===== config.mk =====
export PLATFORM = sky130hd
export DESIGN_NAME = fetch_sequencer
export DESIGN_NICKNAME = d
export VERILOG_FILES = /design/src/rtl/fetch_sequencer.sv
export SDC_FILE = /design/constraint.sdc
export NUM_CORES = 1
export LEC_CHECK = 0
export CAP_MARGIN = 0
export CORE_MARGIN = 3
export CORE_UTILIZATION = 57
export CTS_CLUSTER_SIZE = 10
export DETAILED_ROUTE_END_ITERATION = 10
export PLACE_DENSITY = 0.88
export SLEW_MARGIN = 5
export SYNTH_ARGS = -nofsm -noshare
export SYNTH_HDL_FRONTEND = slang
export SYNTH_SLANG_ARGS = --single-unit

===== constraint.sdc =====
create_clock -name clk_i -period 8.4 [get_ports clk_i]
set_input_delay 1.68 -clock clk_i [delete_from_list [all_inputs] [get_ports clk_i]]
set_output_delay 1.68 -clock clk_i [all_outputs]
set_load 0.005 [all_outputs]

===== src/rtl/fetch_sequencer.sv =====
// RV32IC fetch sequencer: word fetches from a 1-cycle imem, halfword queue,
// 16/32-bit instruction re-assembly and redirect/halt handling.
module fetch_sequencer #(
  parameter logic [31:0] BOOT_ADDR = 32'h0000_0000,
  parameter int          DEPTH_HW  = 4
) (
  input  logic        clk_i,
  input  logic        rst_i,
  input  logic        redirect_i,
  input  logic [31:0] redirect_pc_i,
  input  logic        halt_i,
  output logic        imem_req_o,
  output logic [31:0] imem_addr_o,
  input  logic [31:0] imem_rdata_i,
  output logic        instr_valid_o,
  input  logic        instr_ready_i,
  output logic [31:0] instr_o,
  output logic        instr_compressed_o,
  output logic [31:0] instr_pc_o
);
  localparam int PW = $clog2(DEPTH_HW);
  localparam int CW = $clog2(DEPTH_HW + 1);

  typedef enum logic {RUN, HALT} state_t;

  state_t                     state_q, state_n;
  logic [DEPTH_HW-1:0][15:0]  q_q;
  logic [PW-1:0]              head_q, tail_q;
  logic [CW-1:0]              occ_q;
  logic [31:0]                fetch_addr_q, head_pc_q;
  logic                       drop_low_q, inflight_q;

  logic [15:0] head_hw, head_hw1;
  logic        is_comp, have_instr, xfer, room;
  logic [1:0]  pop_cnt, push_cnt;
  logic        unused_pc0;

  assign unused_pc0 = redirect_pc_i[0];

  // Pointer advance modulo DEPTH_HW (depth need not be a power of two).
  function automatic logic [PW-1:0] ptr_add(input logic [PW-1:0] p, input logic [1:0] n);
    int s;
    s = int'(p) + int'(n);
    if (s >= DEPTH_HW) s = s - DEPTH_HW;
    return PW'(s);
  endfunction

  always_comb begin
    head_hw    = q_q[head_q];
    head_hw1   = q_q[ptr_add(head_q, 2'd1)];
    is_comp    = head_hw[1:0] != 2'b11;
    have_instr = is_comp ? (occ_q >= CW'(1)) : (occ_q >= CW'(2));
    xfer       = instr_valid_o & instr_ready_i;
    pop_cnt    = !xfer ? 2'd0 : (is_comp ? 2'd1 : 2'd2);
    push_cnt   = !inflight_q ? 2'd0 : (drop_low_q ? 2'd1 : 2'd2);
    room       = (32'(occ_q) + (inflight_q ? 32'd2 : 32'd0) + 32'd2) <= 32'(DEPTH_HW);
  end

  always_comb begin
    state_n = state_q;
    case (state_q)
      RUN:     if (halt_i)  state_n = HALT;
      HALT:    if (!halt_i) state_n = RUN;
      default: state_n = RUN;
    endcase
  end

  // Gate on the state being entered so halt takes effect, and releases, in the same cycle.
  always_comb begin
    imem_req_o         = !rst_i & !redirect_i & (state_n == RUN) & room;
    imem_addr_o        = fetch_addr_q;
    instr_pc_o         = head_pc_q;
    instr_valid_o      = !rst_i & !redirect_i & have_instr;
    instr_compressed_o = 1'b0;
    instr_o            = 32'h0;
    if (!rst_i) begin
      instr_compressed_o = is_comp;
      instr_o            = is_comp ? {16'h0, head_hw} : {head_hw1, head_hw};
    end
  end

  always_ff @(posedge clk_i) begin
    if (rst_i) begin
      state_q      <= RUN;
      head_q       <= '0;
      tail_q       <= '0;
      occ_q        <= '0;
      inflight_q   <= 1'b0;
      fetch_addr_q <= {BOOT_ADDR[31:2], 2'b00};
      drop_low_q   <= BOOT_ADDR[1];
      head_pc_q    <= {BOOT_ADDR[31:1], 1'b0};
    end else begin
      state_q <= state_n;
      if (redirect_i) begin
        head_q       <= '0;
        tail_q       <= '0;
        occ_q        <= '0;
        inflight_q   <= 1'b0;
        fetch_addr_q <= {redirect_pc_i[31:2], 2'b00};
        drop_low_q   <= redirect_pc_i[1];
        head_pc_q    <= {redirect_pc_i[31:1], 1'b0};
      end else begin
        inflight_q <= imem_req_o;
        if (imem_req_o) fetch_addr_q <= fetch_addr_q + 32'd4;
        if (inflight_q && drop_low_q) drop_low_q <= 1'b0;
        tail_q <= ptr_add(tail_q, push_cnt);
        occ_q  <= occ_q + CW'(push_cnt) - CW'(pop_cnt);
        if (xfer) begin
          head_q    <= ptr_add(head_q, pop_cnt);
          head_pc_q <= head_pc_q + (is_comp ? 32'd2 : 32'd4);
        end
      end
    end
  end

  // Queue storage needs no reset; occupancy alone decides what is live.
  always_ff @(posedge clk_i) begin
    if (!rst_i && !redirect_i && inflight_q) begin
      if (drop_low_q) begin
        q_q[tail_q] <= imem_rdata_i[31:16];
      end else begin
        q_q[tail_q]                 <= imem_rdata_i[15:0];
        q_q[ptr_add(tail_q, 2'd1)]  <= imem_rdata_i[31:16];
      end
    end
  end
endmodule

==> summary.md <==
| Metric | Value |
|---|---|
| Largest net degree at the start of global routing | 130 |
| Detailed Routing Iterations Pass 1 | 6 |
| Worst path cell trace | buf_2 > or2_1 > a211o_1 > inv_2 > clkdlybuf4s50_1 |
| # clock sinks | 134 |
| RSZ-0062 raised after global routing | false |
| Vias in the first global route | 7771 |
| Worst Path Arrival | 4440 ps |
| WP data required | 6720 ps |
| FF-to-FF setup slack | 3770 ps |
| Pwr/cell area | 163 mW/mm2 |
| Synth cell count leaders | nand2_1, a21oi_1, clkbuf_1, dfxtp_1 |
| Root buffer cell | clkbuf_16 |
| Syn. warnings | 0 |
| Yosys cell types | 71 |
| IO buf count | 163 |
| Max stage delay on crit path | 750 ps |
| Drt via density | 6.86 |
| DR WL/cell | 21.2 um |
| Placed insts | 1197 |
| Slew HR | 0.169 |
| Crit share post-route | 0.728 |
| Combinational cell fraction of total power | 0.132 |
| Clock-pin slew on the worst setup and hold paths | 60 ps |
| Hold Crit Class | register to register |
| Fraction of registers with async set/reset | 0 |
| Global-route wire length before repair | 40100 um |
| DIE HEIGHT | 129 um |
| GPL Wtd Cong | 0.902 |
| # DRC | 0 |
| Worst r2r path cells | 11 |
| Cell Int Power | 1320 uW |
| R2R Path End | instr_pc_o[25] |
| Inserted Diodes | 0 |
| Synth top area share | 0.223 |
| Initial Util | 0.587 |
| Crit. End Element | output pin |
| CTS tree | yes |
| Final setup viols | 0 |
| Switching pwr | 429 uW |
| DRT Wirelength | 26100 um |
| Setup TNS | 0 ps |
| Clk Latency, worst-skew pair | 430 ps |
| # Post-CTS Setup Buffers | 0 |
| Io pins | 168 |
| Post-cts gate resize count | 0 |
| Congestion Overflow GR | 0 |
| WS Path Type | input port to output pin |
| Area Growth Syn to Fin | 24.7% |
| Most frequent cell after synthesis | nand2_1 |
| Max FO, Critical Path | 43 |
| Synth area leader | edfxtp_1 |
| Crit path max-delay family | buffers and inverters |
| Worst-case clock buffer depth | 2 |
| Synth Area per Inst | 9.22 um2 |
| WHS Endpoint | imem_addr_o[17] |
| Hold Crit Depth | 2 |
| Share of post-route cells with drive strength above 1 | 0.0909 |
| Number of synthesized flops with an enable pin | 64 |
| Seq pwr share | 0.429 |
| Worst slew pin tran | 1240 ps |
| Die area | 0.0166 mm2 |
| Main flop type after synthesis | dfxtp_1 |
| Post-synthesis cell count | 933 |
| Hold Startpoint | imem_addr_o[17] |
| Skew final | 7.99 ps |
| Finished Layout Cells | 1229 |
| Vias | 8437 |
| Fmax | 0.163 GHz |
| HPWL after detailed placement | 17300 um |
| Gr usage total | 0.304 |
| Inserted Clock Buffers | 17 |
| Crit path buf inv count | 3 |
| Clock Power Share | 0.439 |
| Max Transition Viols Final | 0 |
| Peak supply drop | 0.000149 V |
| CP startpoint kind | input port |
| Synthesis-stage register bit count | 134 |
| Top cells by area, synth | edfxtp_1, dfxtp_1, mux4_2 |
| FF-to-FF Start | head_q[1] |
| Max_cap viols | 0 |
| CP max stage cell | a211o_1 |
| Post-synthesis sequential area ratio | 0.386 |
| Final Hold Viols | 0 |
| DRT iter0 DRCs | 855 |
| Post-Syn Area | 0.00860 mm2 |
| Row count | 44 |
| Final #Nets | 1115 |
| Run status | complete, no violations |
| Leak | 0.00352 uW |
| Sw Ratio | 0.245 |
| H-tree Lvls | 4 |
| ANT nets after route | 0 |
| DIE WIDTH | 129 um |
| Core Footprint | 0.0146 mm2 |
| Antenna violations before repair | 0 |
| Hold_buf cts | 0 |
| Final critical-path required period | 6120 ps |
final cells by class:
class / count / area, um2
Sequential cell: 134 / 3330
Multi-Input combinational cell: 669 / 4720
Inverter: 33 / 124
Clock inverter: 12 / 159
Fill cell: 1027 / 3920
Timing Repair Buffer: 177 / 1730
Tap cell: 184 / 230
Clock buffer: 20 / 437
flip-flops by register name, summed over array words and instances (netlist names):
register     flops
drop_low_q       1
head_q           2
imem_addr_o     30
inflight_q       1
instr_pc_o      31
occ_q            3
q_q             64
tail_q           2
tightest hold or removal path, stage by stage (launching register included):
cell and delay (ps):
dfxtp_1 320, o21ai_0 70, a21oi_1 60
cells in the final DEF (no fill, tap or decap), types with 10 or more instances in the layout:
cell type / n
and3_1: 26
nor2_1: 40
inv_1: 31
a221oi_1: 64
dfxtp_1: 68
mux4_2: 31
o211ai_1: 15
buf_4: 14
a21oi_1: 92
ha_1: 11
nand2_1: 116
or4_1: 11
o21ai_0: 19
a31oi_1: 23
nor2b_1: 22
nand4_1: 19
clkbuf_16: 17
edfxtp_1: 64
xnor2_1: 14
clkdlybuf4s50_1: 161
nand3_1: 16
nor3_1: 10
o31a_1: 10
power groups by stage:
stage / Combinational (uW) / Sequential, uW / Clock [uW]
after detailed placement: 225 / 760 / 0
final: 231 / 749 / 767
after floorplan: 127 / 745 / 0
after global placement: 220 / 759 / 0
after global routing: 249 / 752 / 791
after CTS: 228 / 747 / 765
kinds of logic (layout without fill, tap and decap cells):
group                    Yosys count  count (layout)  synth area share
adder cells (fa/ha/maj)           14              14            0.0230
flip-flops                       134             134             0.386
other                              1               3          0.000436
XOR/XNOR                          23              23            0.0234
AND/OR/NAND/NOR                  311             311             0.183
buffers and inverters            132             242            0.0672
multiplexers                      32              32            0.0823
AO/OA/AOI/OAI                    286             286             0.234
how the worst max path moves through the flow:
stage,endpoint,cells after the start,slack (ps),start
finish,imem_req_o,5,2280,rst_i
global route,imem_req_o,5,2120,rst_i
CTS,imem_req_o,5,2320,rst_i
detailed placement,imem_req_o,5,2370,rst_i
global placement,imem_req_o,5,2350,rst_i
floorplan,imem_req_o,6,3750,redirect_i
stage by stage:
| step | power (uW) | util | instance area (um2) | hold WS [ps] | setup slack, ps |
|---|---|---|---|---|---|
| 2_1_floorplan | 872 | - | 8610 | 487 | 3750 |
| 3_3_place_gp | 979 | 0.692 | 10100 | 494 | 2350 |
| 3_5_place_dp | 986 | 0.692 | 10100 | 498 | 2370 |
| 4_1_cts | 1740 | 0.732 | 10700 | 506 | 2320 |
| 5_1_grt | 1790 | 0.732 | 10700 | 527 | 2120 |
| 6_report | 1750 | 0.732 | 10700 | 500 | 2280 |
metal layers:
layer | global-route usage | wire length, um
met1 | 0.373 | 9530
met4 | 0.161 | 1010
met2 | 0.511 | 12800
met3 | 0.0560 | 2720
met5 | 0 | 0
Note: power is estimated with default switching activity, not from simulation.
